`config.mk`:
```
export PLATFORM = sky130hd
export DESIGN_NAME = unified_mem_arbiter
export DESIGN_NICKNAME = d
export VERILOG_FILES = /design/src/rtl/unified_mem_arbiter_pkg.sv /design/src/rtl/unified_mem_arbiter.sv
export SDC_FILE = /design/constraint.sdc
export NUM_CORES = 1
export LEC_CHECK = 0
export CELL_PAD_IN_SITES_DETAIL_PLACEMENT = 0
export CELL_PAD_IN_SITES_GLOBAL_PLACEMENT = 2
export CORE_ASPECT_RATIO = 1.2
export CORE_UTILIZATION = 39
export CTS_CLUSTER_DIAMETER = 120
export DETAILED_ROUTE_END_ITERATION = 8
export DONT_BUFFER_PORTS = 1
export GPL_TIMING_DRIVEN = 1
export PLACE_DENSITY_LB_ADDON = 0.15
export SYNTH_ARGS = -nofsm -noshare
export SYNTH_HDL_FRONTEND = slang
export SYNTH_SLANG_ARGS = --single-unit
```
`constraint.sdc`:
```
create_clock -name clk -period 4.29 [get_ports clk]
set_input_delay 0.2145 -clock clk [delete_from_list [all_inputs] [get_ports clk]]
set_output_delay 0.2145 -clock clk [all_outputs]
set_load 0.1 [all_outputs]
```
`src/rtl/unified_mem_arbiter_pkg.sv`:
```
// Shared types for the unified memory arbiter: FSM state constants and
// the owner encoding of the current memory access.
package unified_mem_arbiter_pkg;

    typedef logic [1:0] state_t;

    localparam state_t ST_IDLE  = 2'd0;
    localparam state_t ST_ISSUE = 2'd1;
    localparam state_t ST_WAIT  = 2'd2;
    localparam state_t ST_DONE  = 2'd3;

    typedef enum logic {
        OWN_INST = 1'b0,
        OWN_DATA = 1'b1
    } owner_e;

endpackage : unified_mem_arbiter_pkg

```
`src/rtl/unified_mem_arbiter.sv`:
```
// Arbitrates a single-port fixed-latency memory between instruction fetch and
// data access; data wins because it belongs to the older instruction.
module unified_mem_arbiter
    import unified_mem_arbiter_pkg::*;
#(
    parameter int ADDR_W  = 32,
    parameter int DATA_W  = 32,
    parameter int MEM_LAT = 2
) (
    input  logic              clk,
    input  logic              rst,
    input  logic              if_req,
    input  logic [ADDR_W-1:0] if_addr,
    output logic [DATA_W-1:0] if_rdata,
    output logic              if_ready,
    input  logic              dm_read,
    input  logic              dm_write,
    input  logic [ADDR_W-1:0] dm_addr,
    input  logic [DATA_W-1:0] dm_wdata,
    output logic [DATA_W-1:0] dm_rdata,
    output logic              dm_ready,
    output logic              stall_if,
    output logic              stall_mem,
    output logic              mem_en,
    output logic              mem_we,
    output logic [ADDR_W-1:0] mem_addr,
    output logic [DATA_W-1:0] mem_wdata,
    input  logic [DATA_W-1:0] mem_rdata
);

    localparam int CNT_W = $clog2(MEM_LAT + 1);

    state_t            state_q,     state_d;
    owner_e            owner_q,     owner_d;
    logic [CNT_W-1:0]  cnt_q,       cnt_d;
    logic              mem_en_q,    mem_en_d;
    logic              mem_we_q,    mem_we_d;
    logic [ADDR_W-1:0] mem_addr_q,  mem_addr_d;
    logic [DATA_W-1:0] mem_wdata_q, mem_wdata_d;
    logic [DATA_W-1:0] if_rdata_q,  if_rdata_d;
    logic [DATA_W-1:0] dm_rdata_q,  dm_rdata_d;
    logic              if_ready_q,  if_ready_d;
    logic              dm_ready_q,  dm_ready_d;

    always_comb begin
        // NOTE: every signal gets a default first so no path leaves a latch behind.
        state_d     = state_q;
        owner_d     = owner_q;
        cnt_d       = cnt_q;
        mem_en_d    = 1'b0;
        mem_we_d    = mem_we_q;
        mem_addr_d  = mem_addr_q;
        mem_wdata_d = mem_wdata_q;
        if_rdata_d  = if_rdata_q;
        dm_rdata_d  = dm_rdata_q;
        if_ready_d  = 1'b0;
        dm_ready_d  = 1'b0;

        case (state_q)
            ST_IDLE: begin
                if (dm_read || dm_write) begin
                    state_d     = ST_ISSUE;
                    owner_d     = OWN_DATA;
                    mem_en_d    = 1'b1;
                    mem_we_d    = dm_write;
                    mem_addr_d  = dm_addr;
                    mem_wdata_d = dm_wdata;
                end else if (if_req) begin
                    state_d    = ST_ISSUE;
                    owner_d    = OWN_INST;
                    mem_en_d   = 1'b1;
                    mem_we_d   = 1'b0;
                    mem_addr_d = if_addr;
                end
            end
            ST_ISSUE: begin
                state_d = ST_WAIT;
                cnt_d   = CNT_W'(MEM_LAT);
            end
            ST_WAIT: begin
                if (cnt_q != '0) begin
                    cnt_d = cnt_q - CNT_W'(1);
                end
                // Last wait cycle is exactly when the memory presents read data.
                if (cnt_q <= CNT_W'(1)) begin
                    state_d = ST_DONE;
                    if (owner_q == OWN_DATA) begin
                        dm_ready_d = 1'b1;
                        if (!mem_we_q) begin
                            dm_rdata_d = mem_rdata;
                        end
                    end else begin
                        if_ready_d = 1'b1;
                        if_rdata_d = mem_rdata;
                    end
                end
            end
            ST_DONE: begin
                state_d = ST_IDLE;
            end
            default: begin
                state_d = ST_IDLE;
            end
        endcase
    end

    always_ff @(posedge clk or posedge rst) begin
        if (rst) begin
            state_q     <= ST_IDLE;
            owner_q     <= OWN_INST;
            cnt_q       <= '0;
            mem_en_q    <= 1'b0;
            mem_we_q    <= 1'b0;
            mem_addr_q  <= '0;
            mem_wdata_q <= '0;
            if_rdata_q  <= '0;
            dm_rdata_q  <= '0;
            if_ready_q  <= 1'b0;
            dm_ready_q  <= 1'b0;
        end else begin
            // NOTE: non-blocking so every register samples the pre-edge values.
            state_q     <= state_d;
            owner_q     <= owner_d;
            cnt_q       <= cnt_d;
            mem_en_q    <= mem_en_d;
            mem_we_q    <= mem_we_d;
            mem_addr_q  <= mem_addr_d;
            mem_wdata_q <= mem_wdata_d;
            if_rdata_q  <= if_rdata_d;
            dm_rdata_q  <= dm_rdata_d;
            if_ready_q  <= if_ready_d;
            dm_ready_q  <= dm_ready_d;
        end
    end

    assign mem_en    = mem_en_q;
    assign mem_we    = mem_we_q;
    assign mem_addr  = mem_addr_q;
    assign mem_wdata = mem_wdata_q;
    assign if_rdata  = if_rdata_q;
    assign dm_rdata  = dm_rdata_q;
    assign if_ready  = if_ready_q;
    assign dm_ready  = dm_ready_q;

    // Stalls are combinational so the pipeline freezes in the request cycle itself.
    assign stall_if  = if_req & ~if_ready_q;
    assign stall_mem = (dm_read | dm_write) & ~dm_ready_q;

endmodule : unified_mem_arbiter

```
Word level (Yosys, flattened, before mapping)
Cells that the tools add are included.
- equality and inequality tests: 6
- magnitude comparators: 1
- reduce and logical (&&, ||, !) cells: 11
- multiplexer cells: 20
- bitwise logic cells: 7
- $add $sub $neg: 1
- operators with widths (operator ; number):
    32-bit 2-to-1 mux ; 2
    1-bit 2-to-1 mux ; 12
    2-bit 2-to-1 mux ; 4
    2-bit one-hot mux with 4 select lines ; 1
    2-bit AND reduction ; 4
    2-bit nonzero test ; 3
    2-bit equality test, second input constant ; 2
    2-bit != test, second input constant ; 2
    1-bit NOT ; 4
    2-bit one-hot mux with 2 select lines ; 1
    4-bit AND reduction ; 1
    3-bit != test, second input constant ; 1
    3-bit AND reduction ; 1
    1-bit AND ; 2
    2-bit by 1-bit equality test with 1-bit output, second input constant ; 1
    2-bit by 1-bit less-or-equal comparator with 1-bit output, second input constant ; 1
    2-bit logical NOT ; 1
    2-bit by 1-bit subtractor with 2-bit output, second input constant ; 1
    1-bit logical OR ; 1
    1-bit OR ; 1
- output and inout bits: 134
- register bits after elaboration: 137
- word-level logic and storage cells: 57

Longest topological paths before layout
Gate-level depths: netlist (run 1).
- depth after elaboration: 3
- gate-level depth with buffers: 7

Least setup slack after synthesis (run 1)
No wires, ideal clock.
- path type: reg-to-output
- from: reg if_ready_q, in the netlist if_ready
- to: out stall_if
- cell stages (with the launch flop): 2
- path slack: 1865 ps
- path buffers: 0
- required time: 4076 ps
- arrival time: 2211 ps
- path through: dfrtp_1 -> nor2b_1
- longest elaborated chain between the ends: 2
- ends and longest elaborated chain (what ; RTL line ; text):
    start, declared ; unified_mem_arbiter.sv:42 ; logic if_ready_q, if_ready_d;
    start signal, assigned ; unified_mem_arbiter.sv:131 ; if_ready_q <= if_ready_d;
    1-bit NOT ; unified_mem_arbiter.sv:146 ; assign stall_if = if_req & ~if_ready_q;
    1-bit AND ; unified_mem_arbiter.sv:146 ;
    end, declared ; unified_mem_arbiter.sv:22 ; output logic stall_if,
Every way passes these cells.

Final worst setup path (run 1)
- from: reg dm_ready_q, in the netlist dm_ready
- to: out stall_mem
- longest elaborated chain between the ends: 2
- ends and longest elaborated chain (what ; RTL line ; text):
    start, declared ; unified_mem_arbiter.sv:43 ; logic dm_ready_q, dm_ready_d;
    start signal, assigned ; unified_mem_arbiter.sv:132 ; dm_ready_q <= dm_ready_d;
    1-bit NOT ; unified_mem_arbiter.sv:147 ; assign stall_mem = (dm_read | dm_write) & ~dm_ready_q;
    1-bit AND ; unified_mem_arbiter.sv:147 ;
    end, declared ; unified_mem_arbiter.sv:23 ; output logic stall_mem,
Every way passes these cells.

==> results.md, run 1 <==
Floorplan:
- The height of the chip is 133 um.
- The core box area is 13900 sq um.
- The area of the die is 14800 sq um.
- The die outline width is 111 um.
- The effective utilization at floorplan is 40.2%.
- The number of placement rows is 47.
- In this run the count of I/O pins placed on the die edge is 267.

Clock network:
- The post-CTS setup buffer count is 0.
- After clock tree synthesis, the clock-pin slew on the worst setup and hold paths is 0.05 ns.
- The CTS tree is built.
- The sink count of the clock tree is 137.
- The clock reaches the later pin of the worst-skew pair after 0.41 ns.
- The root buffer cell is sky130_fd_sc_hd__clkbuf_16.
- The number of buffers inserted during clock tree synthesis is 17.
- The number of levels in the clock H-tree is 4.
- The longest clock path from root to sink contains 2 buffers.

Setup path:
- The category of the most critical setup path is register to output port.
- The library cell contributing the largest single delay on the critical path is sky130_fd_sc_hd__nor2_2.
- The startpoint type of the worst setup path is a register.
- The maximum fanout along the worst path is 2.
- The worst path required time is 4.08 ns.
- Data arrives at the worst endpoint at 2.19 ns.
- The worst-case reg-to-reg path depth is 5.
- In this run the critical register-to-register path is captured at if_rdata[0]$_DFFE_PP0P_.
- Grouping stages by cell kind, the critical path spends the most delay in simple AND/OR/NAND/NOR gates.
- Traced cell by cell, the critical path runs through nor2_2.
- The start point of the critical path is dm_ready$_DFF_PP0_.
- For this run, the slowest stage of the critical path takes 1.03 ns.
- The source of the worst register-to-register timing path is cnt_q[1]$_DFFE_PP0P_.
- The setup slack on the worst flop-to-flop path is 2.10 ns.
- The number of buffer and inverter instances along the worst setup path is 0.
- The element type at the critical path end is an output port.

Cells and area:
- The post-layout net count is 614.
- The fraction of layout cells with a size suffix above 1 is 28.3%.
- The antenna diode count is 0.
- The area overhead of the layout relative to synthesis is 27.5%.

Job:
- The tool flagged a number of max-cap violations equal to 0.

Yosys:
- The simple-gate area share of the yosys netlist is 4.04%.
- Synthesis produced 387 cells.
- Yosys instantiated no cell more often than sky130_fd_sc_hd__dfrtp_1.
- In the synthesized netlist, the cells that appear most often are sky130_fd_sc_hd__dfrtp_1 (137), sky130_fd_sc_hd__mux2_2 (97), sky130_fd_sc_hd__nand2_1 (38).
- The number of nets produced by synthesis is 527.
- After synthesis, the netlist uses 26 different library cells.
- The synthesized netlist devotes 0% of its cell area to XOR and XNOR gates.
- The async set-or-reset flop fraction in the synthesized netlist is 100%.
- The average instance in the mapped netlist occupies 14.4 sq um.
- For this run, the leading register cell type out of synthesis is sky130_fd_sc_hd__dfrtp_1.
- The largest family of logic cells by synthesized area is multiplexers.
- The cell area after synthesis is 5570 sq um.
- In this run, synthesis inferred 0 flip-flops with an integrated enable.
- The fraction of post-synthesis cell area in the top cell type by area is 61.5%.
- The sequential element share of the synthesized area is 61.5%.
- Ranked by total cell area, the synthesized netlist is headed by sky130_fd_sc_hd__dfrtp_1 (62%), sky130_fd_sc_hd__mux2_2 (20%), sky130_fd_sc_hd__mux2i_1 (6.1%).
- Of the total synthesized cell area, the portion taken by full adders, half adders and majority gates is 1.57%.
- The Yosys warning count is 0.
- Summing the areas of all compound-gate instances in the mapped netlist gives 3.84% of the synthesized area.
- Measured against the total synthesized area, the mux share comes to 25.7%.
- After synthesis the netlist holds a flip-flop and latch count of 137.
- The cell type contributing the most total cell area after synthesis is sky130_fd_sc_hd__dfrtp_1.

Timing:
- The final clock period utilization by the worst path is 56.0%.
- Setup repair after global routing left no endpoint under its margin.
- Across all setup checks in the final design, the least slack found is 1.89 ns.
- The number of setup violations in the final report is 0.
- The shortest clock period the worst path allows after layout is 2.40 ns.
- On the final layout, the worst clock skew is 0.00423 ns.
- The final-report max-slew violation count came to 0.
- The relative max-transition margin is 25.7%.
- Setup total negative slack on the finished layout was measured at 0 ns.
- Hold is met by 0.0149 ns.
- At the pin with the least slew margin, the transition time is 1.11 ns.
- The highest clock rate is 0.416 GHz.
- The count of final hold-check violations is 0.

Global route:
- The first global-routing pass estimated 19100 um of wire.
- The number of global-route vias before repair is 3587.
- The initial antenna violation count was 0.
- Entering global routing, the biggest net connects 103 pins.
- The total global routing overflow is 0.
- The overall fraction of global-route tracks in use is 17.0%.

Place:
- The count of port buffers added during placement is 0.
- The routability-driven placement congestion ratio is 0.721.
- The pre-CTS setup slack is 2.05 ns.
- The half-perimeter wire length after placement is 8000 um.

Outcome:
- The checks that failed: design-rule violations.
- The run finished, with violations left.

Detailed routing:
- The DRC violation count after routing is 37.
- The routed via count is 3359.
- The number of iterations in the first detailed-routing pass is 6.
- Wires add up to 11900 um.
- The first routing iteration left 148 violations.
- The remaining antenna violation count after routing is 0.
- The via density per instance is 5.13.
- After detailed routing, the average wire length per cell comes to 18.1 um.

Min path:
- The destination of the worst hold path is mem_addr[21]$_DFFE_PP0P_.
- Along the worst hold path, the cell count comes to 2.
- The startpoint identified for the worst hold timing path is if_addr[21].
- The min-delay analysis places its worst path in the category primary input to register.
kinds of logic after synthesis:
family                     count (synthesis)
and+or+nand+nor                           47
buffers and inverters                     28
DFF                                      137
muxes                                    131
adders and majority gates                  7
AOI/OAI and AO/OA                         37
cell type report:
class                      count  area (sq um)
timing repair buffer          87           861
multi-input combinational    222          1960
tap                          171           214
sequential                   137          3430
inverter                       9          38.8
fill                        1198          6780
clock inverter                 9           150
clock buffer                  20           447
stage by stage:
stage          util (%)  std cells  area (sq um)
3_3_place_gp       40.9        543          5680
3_5_place_dp       40.9        543          5680
2_1_floorplan         -        387          5570
6_report           51.2        655          7100
5_1_grt            51.2        655          7100
4_1_cts            51.2        655          7100
routing by layer:
layer	part of all wire, %	track usage [%]	vias up
met2	52	28.6	172
met5	0	0	-
met3	9.0	6.37	30
li1	-	-	1521
met1	35	18.2	1636
met4	3.7	10.1	0
worst max path at each step:
| stage | slack (ns) | cells after the start | to |
|---|---|---|---|
| after floorplan | 0.41 | 1 | cnt_q[0]$_DFFE_PP0P_ |
| after global placement | 2.11 | 5 | if_rdata[27]$_DFFE_PP0P_ |
| after detailed placement | 2.05 | 5 | if_rdata[29]$_DFFE_PP0P_ |
| after CTS | 1.86 | 1 | stall_if |
| after global routing | 1.84 | 1 | stall_if |
| final | 1.89 | 1 | stall_mem |
flip-flops by register name (all words and copies together), names as in the netlist, 2 cells and up:
signal     cells
cnt_q          2
dm_rdata      32
if_rdata      32
mem_wdata     32
state_q        2
mem_addr      32
repair_timing:
action | 4_1_cts | 5_1_grt
resized for setup | 0 | 0
hold buffers | 83 | 0
endpoints found under the hold margin | 208 | 0
cells in the final DEF, fill, tap and decap left out, types with 2 or more instances in the layout:
cell and n:
sky130_fd_sc_hd__mux2_2 97, sky130_fd_sc_hd__inv_1 8, sky130_fd_sc_hd__buf_4 4, sky130_fd_sc_hd__clkinv_2 3, sky130_fd_sc_hd__dlygate4sd3_1 83, sky130_fd_sc_hd__o21ai_1 11, sky130_fd_sc_hd__clkinvlp_4 2, sky130_fd_sc_hd__clkbuf_16 17
sky130_fd_sc_hd__clkbuf_1 2, sky130_fd_sc_hd__o21ai_0 21, sky130_fd_sc_hd__dfrtp_1 137, sky130_fd_sc_hd__nand2_1 38, sky130_fd_sc_hd__mux2i_1 34, sky130_fd_sc_hd__ha_1 7, sky130_fd_sc_hd__bufinv_16 4
Power of run 1 is left out: the tool's default activity adds up to more than one toggle a clock period on the data nets, which glitch-free logic cannot reach.
==> run 2, diff against run 1 <==
- ABC_AREA: not set -> 1
- CORE_UTILIZATION: 39 -> 34
- clock period: 4.29 -> 2.4 ns (I/O delays scaled with it)
==> run 2 against run 1 <==
  * The run now ends clean
  * Via count up 64%
  * Core utilization up 1.3 points
  * Global-route usage up 3.2 points
  * Routed wire length up 47%
  * Design area up 25%
  * Sequential share of layout area down 9.8 points
  * Critical endpoint is now mem_addr[28]$_DFFE_PP0P_
  * Sequential cell count unchanged
  * Non-clock buffer count up 188
  * First-iteration DRC count up 84%
  * Cell count up 82%
  * Worst setup slack worse by 1.7 ns
==> results.md, run 2 <==
Setup path:
- The startpoint type of the worst setup path is a primary input.
- The worst setup path is captured at a register.
- At the worst endpoint, the required time is 2.75 ns.
- The maximum fanout along the worst path is 38.
- The critical path is of the primary input to register type.
- The critical path data arrival time is 2.55 ns.

Global route:
- Entering global routing, the biggest net connects 72 pins.
- The first global-routing pass estimated 28100 um of wire.
- The initial antenna violation count is 0.
- The overall fraction of global-route tracks in use is 20.2%.
- The total global routing overflow is 0.
- The number of global-route vias before repair is 5720.

Detailed routing:
- The routed via count is 5503.
- The number of iterations in the first detailed-routing pass is 4.
- The number of DRC markers after the initial detailed-route iteration is 272.
- In the routed design, unresolved DRC markers number 0.
- The detail route stage leaves a number of antenna-violating nets equal to 0.
- In the routed layout, each cell is associated on average with a via count of 4.61.
- The detailed-route wire length is 17400 um.
- After detailed routing, the average wire length per cell comes to 14.6 um.

Timing:
- The number of setup violations in the final report is 0.
- The count of final hold-check violations is 0.
- Of the available clock period, the critical path in the final layout requires 91.7%.
- Derived from the worst setup path, the maximum achievable clock frequency is 0.455 GHz.
- Adding up every negative setup slack in the final design gives 0 ns.
- The maximum clock skew at final layout is 0.0100 ns.
- The final-report max-slew violation count is 0.
- The worst pin sits at a relative slew slack of 41.9%.
- After layout, the minimum clock period comes to 2.20 ns.
- Setup repair after global routing left no endpoint under its margin.
- For the pin with the worst max-slew slack, the measured transition is 0.872 ns.

Floorplan:
- The die covers 18000 sq um.
- The effective utilization at floorplan is 34.9%.
- The die outline width is 123 um.
- The count of pins on the block boundary is 267.
- The number of placement rows is 52.
- The core box area is 17000 sq um.
- The height of the chip is 147 um.

Yosys:
- Each instance of the synthesized netlist takes up on average 8.30 sq um.
- Yosys printed 0 warnings.
- Yosys instantiated no cell more often than sky130_fd_sc_hd__nand2_1.
- Synthesis inferred 137 register bits.
- sky130_fd_sc_hd__dfrtp_1 takes more of the synthesized area than any other cell.
- After synthesis, the share of flip-flops with an asynchronous set or reset is 100%.
- After synthesis the cells add up to 5930 sq um.
- By area the synthesized netlist is led by sky130_fd_sc_hd__dfrtp_1 (58%), sky130_fd_sc_hd__nand2_1 (27%), sky130_fd_sc_hd__nand4_1 (3.4%).
- The number of nets handed over by synthesis was 854.
- Counting flops with a built-in enable in the synthesized netlist gives 0.
- The mux contribution to synthesized area is 0%.
- The synthesized instance count is 714.
- The share of the Yosys chip area taken by registers is 57.8%.
- Ranked by instance count, the synthesized netlist is headed by sky130_fd_sc_hd__nand2_1 (431), sky130_fd_sc_hd__dfrtp_1 (137), sky130_fd_sc_hd__nand3_1 (38).
- Among all flip-flop cells after synthesis, the most frequent one is sky130_fd_sc_hd__dfrtp_1.
- In this run the biggest area consumer among cell types represents 57.8% of the synthesized area.
- Summing the areas of all compound-gate instances in the mapped netlist gives 0.380% of the synthesized area.
- Counting distinct cell types in the post-synthesis netlist gives 21.
- The XOR/XNOR share of the synthesized area is 0%.
- After synthesis, the largest family of logic cells by area is simple AND/OR/NAND/NOR gates.
- Of the total synthesized cell area, the portion taken by full adders, half adders and majority gates is 1.48%.
- The simple-gate area share of the yosys netlist is 35.1%.

Cells and area:
- The number of antenna diodes in the final layout is 0.
- The fraction of layout cells with a size suffix above 1 is 19.5%.
- The end-of-flow core utilization is 52.5%.
- Leaving out fill and tap cells, the most frequent cell in the layout is sky130_fd_sc_hd__nand2_1.
- The top cell types in the final layout, fill and taps aside, are sky130_fd_sc_hd__nand2_1 (430), sky130_fd_sc_hd__buf_4 (144), sky130_fd_sc_hd__dfrtp_1 (137).
- At the end of the flow, the number of nets in the layout was 1106.
- The area overhead of the layout relative to synthesis is 50.3%.
- The number of inserted filler cells in the final layout is 1576.

Place:
- Summed over all nets, the half-perimeter wirelength after detailed placement is 11500 um.
- The count of port buffers added during placement is 0.
- At the end of routability-driven placement, the weighted congestion stood at 0.753.

Clock network:
- The number of levels in the clock H-tree is 4.
- TritonCTS built the clock tree.
- Post-CTS repair changed the size of 0 cells.
- The number of buffers inserted during clock tree synthesis is 17.
- The sink count of the clock tree is 137.
- Clock latency on the worst-skew pair, taken at its later pin, is 0.42 ns.
- The longest clock path from root to sink contains 2 buffers.
- After clock tree synthesis, the clock-pin slew on the worst setup and hold paths is 0.05 ns.
- The cell sitting at the root of the clock tree is a sky130_fd_sc_hd__clkbuf_16.

Job:
- The number of maximum-capacitance violations is 0.

Outcome:
- The run finished with clean final reports.

Min path:
- The path category of the worst min-delay check is primary input to register.
[run 2: area by class of cell]
class	count	area (sq um)	share of cell area [%]
flip-flops and latches	137	3430	38.5
repair buffers	275	2400	27.0
multi-input cells	522	2200	24.7
clock buffers	21	460	5.17
well taps	216	270	3.03
clock inverters	11	97.6	1.10
inverters	13	52.6	0.590
[run 2: cells by family after synthesis]
| group | count (synthesis) |
|---|---|
| and+or+nand+nor | 511 |
| DFF | 137 |
| buffers and inverters | 55 |
| adders and majority gates | 7 |
| AOI/OAI and AO/OA | 4 |
[run 2: final timing paths]
| check | from | to | slack [ns] | cells after the start |
|---|---|---|---|---|
| max | dm_write | mem_addr[28]$_DFFE_PP0P_ | 0.20 | 9 |
| min | if_req | state_q[1]$_DFFE_PP0P_ | 0.13 | 4 |
| max reg2reg | state_q[1]$_DFFE_PP0P_ | mem_addr[5]$_DFFE_PP0P_ | 0.55 | 6 |
| min reg2reg | dm_rdata[11]$_DFFE_PP0P_ | dm_rdata[11]$_DFFE_PP0P_ | 0.47 | 2 |
| max in group asynchronous | rst | mem_addr[10]$_DFFE_PP0P_ | 1.71 | 3 |
| min in group asynchronous | rst | if_rdata[9]$_DFFE_PP0P_ | 0.31 | 3 |
[run 2: critical path, cell delays in order]
cell                            delay (ns)
sky130_fd_sc_hd__dlygate4sd3_1        0.56
sky130_fd_sc_hd__inv_2                0.05
sky130_fd_sc_hd__nand2_2              0.53
sky130_fd_sc_hd__buf_4                0.41
sky130_fd_sc_hd__nand2_1              0.09
sky130_fd_sc_hd__nand2_1              0.08
sky130_fd_sc_hd__dlygate4sd3_1        0.56
sky130_fd_sc_hd__nand2_1              0.07
sky130_fd_sc_hd__nand2_1              0.08
[run 2: per-layer routing]
metal	vias up	GRT usage [%]	routed length (um)
li1	2729	-	-
met1	2543	23.0	7090
met2	193	34.2	8500
met3	38	5.66	1230
met4	0	10.1	583
met5	-	0	0
[run 2: per-stage QoR]
stage / cells / area (sq um) / worst slack, ns / hold WS (ns)
after floorplan: 714 / 5930 / 0.136 / 0.230
final: 1195 / 8910 / 0.200 / 0.134
after global placement: 1033 / 7050 / 0.594 / 0.158
after detailed placement: 1033 / 7050 / 0.549 / 0.172
after global routing: 1195 / 8910 / 0.0233 / 0.160
after CTS: 1195 / 8910 / 0.176 / 0.124
[run 2: repair_timing]
action,4_1_cts,5_1_grt
hold endpoints to repair,266,0
hold buffers,130,0
setup buffers,0,0
Power of run 2 is left out for the same reason.
==> run 3, diff against run 2 <==
- ABC_AREA: 1 -> not set
- CORE_UTILIZATION: 34 -> 39
- SLEW_MARGIN: not set -> 20
==> run 3 against run 2 <==
  * The run now fails in clock tree synthesis (4_1_cts)
  * Area after synthesis fell by 6.0%
  * Synthesized cell count down 46%
==> results.md, run 3 <==
Outcome:
- The run stopped with a tool error.
- The halt point of the flow is clock tree synthesis (4_1_cts).
- The first error in the log reads "[ERROR RSZ-0060] Max buffer count reached".

Yosys:
- The post-synthesis compound-gate area fraction is 3.84%.
- After Yosys synthesis, and, or, nand and nor cells account for 4.04% of the synthesized area.
- The most frequently used flop master after synthesis is sky130_fd_sc_hd__dfrtp_1.
- Sorting the synthesized cells by area gives the leading types as sky130_fd_sc_hd__dfrtp_1 (62%), sky130_fd_sc_hd__mux2_2 (20%), sky130_fd_sc_hd__mux2i_1 (6.1%).
- The synthesized design contains 137 register bits.
- Each instance of the synthesized netlist takes up on average 14.4 sq um.
- The sequential element share of the synthesized area is 61.5%.
- The synthesized netlist devotes 1.57% of its cell area to adder and majority cells.
- The synthesized netlist devotes 0% of its cell area to XOR and XNOR gates.
- By instance count, the leading cell after synthesis is sky130_fd_sc_hd__dfrtp_1.
- The mux contribution to synthesized area is 25.7%.
- Sorting the synthesized cells by how often they occur yields sky130_fd_sc_hd__dfrtp_1 (137), sky130_fd_sc_hd__mux2_2 (97), sky130_fd_sc_hd__nand2_1 (38).
- The cell area after synthesis is 5570 sq um.
- The async set-or-reset flop fraction in the synthesized netlist is 100%.
- The cell type contributing the most total cell area after synthesis is sky130_fd_sc_hd__dfrtp_1.
- The number of nets produced by synthesis is 527.
- The synthesized instance count is 387.
- After synthesis, the largest family of logic cells by area is multiplexers.
- The number of distinct library cells after synthesis is 26.
- The number of enable-type register cells in the synthesized netlist is 0.
- The fraction of post-synthesis cell area in the top cell type by area is 61.5%.
- The Yosys warning count is 0.

Clock network:
- The H-tree generated during clock tree synthesis spans 4 levels.
- The number of hold buffers added after CTS was 124.
- Post-CTS timing repair inserted 0 buffers for setup.
- The number of buffers inserted during clock tree synthesis is 17.
- The largest buffer count on any clock path is 2.
- The root buffer cell is sky130_fd_sc_hd__clkbuf_16.
- The sink count of the clock tree is 137.
- The post-cts resize count is 0.

Place:
- Summed over all nets, the half-perimeter wirelength after detailed placement is 8270 um.
- Including well taps, the total number of placed cells is 581.
- The pre-CTS setup slack is 0.465 ns.
- The cell area reported after detailed placement is 6020 sq um.
- The count of port buffers added during placement is 0.
- Routability-driven placement finished with a final weighted congestion of 0.694.

Floorplan:
- The number of placement rows is 47.
- The count of pins on the block boundary is 267.
- The die is 133 um tall.
- Once the floorplan was initialized, standard cells occupied 40.2% of the core.
- From left edge to right edge, the die measures 111 um.
-- run 3: cells by family after synthesis --
group | Yosys count
AOI/OAI and AO/OA | 37
adders and majority gates | 7
buffers and inverters | 28
DFF | 137
muxes | 131
and+or+nand+nor | 47
-- run 3: metrics by stage --
stage,utilization [%],hold slack [ns]
floorplan,-,0.230
detailed placement,43.4,0.250
global placement,43.4,0.250
==> run 4, diff against run 3 <==
- CELL_PAD_IN_SITES_DETAIL_PLACEMENT: 0 -> not set
- CELL_PAD_IN_SITES_GLOBAL_PLACEMENT: 2 -> not set
- CORE_ASPECT_RATIO: 1.2 -> not set
- CORE_UTILIZATION: 39 -> 25
- CTS_CLUSTER_DIAMETER: 120 -> not set
==> run 4 against run 3 <==
  * The run now ends clean
==> results.md, run 4 (same netlist as run 1, synthesis figures left out) <==
Outcome:
- The flow ran to the end, and the final reports show no timing, DRC or antenna violations.

Clock network:
- After clock tree synthesis, the setup repair step added 0 buffers.
- The root buffer cell chosen for the clock tree is sky130_fd_sc_hd__clkbuf_16.
- The number of hold buffers added after CTS is 130.
- The number of levels in the clock H-tree is 4.
- Clock-pin slew was measured on the worst setup and hold paths at 0.05 ns.
- The clock reaches the later pin of the worst-skew pair after 0.41 ns.
- Counting along the longest clock path gives a buffer depth of 2.
- TritonCTS created 17 clock buffers.
- The post-cts resize count is 0.
- TritonCTS built the clock tree.
- The sink count of the clock tree is 137.

Setup path:
- Counting cells, the worst reg-to-reg path comes to 5.
- The instance count on the critical path is 5.
- The worst setup path is captured at a register.
- The cell type group with the largest total delay on the critical path is buffers and inverters.
- The number of buffer and inverter instances along the worst setup path is 2.
- The worst register-to-register path has a setup slack of 0.56 ns.
- In this run the worst path has a maximum fanout of 13.
- Traced cell by cell, the critical path runs through inv_1 -> ha_1 -> o21ai_4 -> dlygate4sd3_1 -> nand2_1.
- The category of the most critical setup path is register to register.
- The source of the worst register-to-register timing path is state_q[0]$_DFFE_PP0P_.
- The capture instance of the worst register-to-register path is owner_q$_DFFE_PP0P_.
- The library cell contributing the largest single delay on the critical path is sky130_fd_sc_hd__dlygate4sd3_1.
- In this run the worst setup path begins at state_q[0]$_DFFE_PP0P_.
- The critical path data arrival time is 2.14 ns.
- The capture point of the critical path is owner_q$_DFFE_PP0P_.
- The startpoint type of the worst setup path is a register.
- The delay of the slowest cell on the worst path is 0.65 ns.
- At the worst endpoint, the required time is 2.70 ns.

Detailed routing:
- The DRC violation count after routing is 0.
- For this block, the via count after detailed routing is 3668.
- In the routed layout, each cell is associated on average with a via count of 4.29.
- After detailed routing, the average wire length per cell comes to 15.9 um.
- The first TritonRoute pass finished after 4 iterations.
- The detailed-route wire length is 13600 um.
- The remaining antenna violation count after routing is 0.
- The number of DRC markers after the initial detailed-route iteration is 82.

Job:
- Max-cap violations in this run came to 0.

Min path:
- The path category of the worst min-delay check is primary input to register.

Cells and area:
- The top cell types in the final layout, fill and taps aside, are sky130_fd_sc_hd__dfrtp_1 (137), sky130_fd_sc_hd__dlygate4sd3_1 (132), sky130_fd_sc_hd__mux2_2 (97).
- After filler insertion, the fill cell instance count of the layout stands at 2110.
- The area occupied by multi-input gates is 1970 sq um.
- The repair_antennas step left the layout with diodes totalling 0.
- Across the whole layout, storage elements account for 3430 sq um.
- The final layout contains 704 nets.
- After routing the design area is 8110 sq um.
- The fraction of layout cells with a size suffix above 1 is 30.9%.
- Once layout is complete, the utilization of the core stands at 37.1%.
- From synthesis to final layout, the design area changed by 45.5%.
- The library cell used most frequently in the layout, excluding fill and tap cells, is sky130_fd_sc_hd__dfrtp_1.

Place:
- The count of port buffers added during placement is 0.
- Routability-driven placement finished with a final weighted congestion of 0.678.
- The pre-CTS setup slack is 0.626 ns.
- The half-perimeter wire length after placement is 8870 um.
- The cell area reported after detailed placement is 6190 sq um.

Floorplan:
- Row generation in the floorplan step produced 54 rows.
- The core box area is 21800 sq um.
- The count of pins on the block boundary is 267.
- Measured along the y axis, the die boundary spans 151 um.
- The area of the die is 22900 sq um.
- The die outline width is 151 um.
- For this configuration, the core starts out at a cell density of 25.5%.

Global route:
- The overall fraction of global-route tracks in use is 12.0%.
- Entering global routing, the biggest net connects 68 pins.
- Summed over all layers, the global routing overflow is 0.
- The initial antenna violation count is 0.
- The first-pass GRT wire length is 20600 um.
- The number of global-route vias before repair is 3954.

Timing:
- Setup slack closes at 0.561 ns.
- Setup repair after global routing left no endpoint under its margin.
- The count of final hold-check violations came to 0.
- For this run, the top clock speed supported by timing is 0.544 GHz.
- The final-report max-slew violation count came to 0.
- The relative max-transition margin is 37.2%.
- For the pin with the worst max-slew slack, the measured transition is 0.941 ns.
- The worst path in the final design needs a cycle of 1.84 ns, including I/O delays and setup.
- On the final layout, the worst clock skew is 0.00607 ns.
- The number of setup violations in the final report is 0.
- The setup TNS is 0 ns.
- The final critical path takes up 76.6% of the cycle.
run 4: routing by layer:
metal	part of all wire, %	global-route usage (%)
met5	0	0
met4	1.7	5.05
met3	8.0	4.07
met2	52	21.3
met1	38	12.8
run 4: stage by stage:
stage | std cells | hold slack (ns)
finish | 856 | 0.0733
global route | 856 | 0.0775
CTS | 853 | 0.0467
detailed placement | 692 | 0.237
global placement | 692 | 0.228
floorplan | 387 | 0.230
run 4: final cells by class:
type | count | area share, %
inverters | 9 | 0.463
well taps | 280 | 4.32
clock inverters | 8 | 1.19
flip-flops and latches | 137 | 42.3
clock buffers | 23 | 5.77
multi-input cells | 222 | 24.3
repair buffers | 177 | 21.6
run 4: worst min-delay path, delay by kind of cell:
family,cells,cell delay [ns]
buf+inv,2,0.25
compound gates,1,0.04
run 4: worst min path at each step:
stage | startpoint | endpoint | slack (ns) | cells after the start
detailed placement | rst | dm_rdata[29]$_DFFE_PP0P_ | 0.24 | 1
floorplan | dm_write | mem_we$_DFFE_PP0P_ | 0.23 | 2
global route | if_req | state_q[0]$_DFFE_PP0P_ | 0.08 | 2
global placement | rst | mem_en$_DFF_PP0_ | 0.23 | 1
CTS | if_req | mem_en$_DFF_PP0_ | 0.05 | 3
finish | if_req | mem_en$_DFF_PP0_ | 0.07 | 3
Power of run 4 is left out for the same reason.
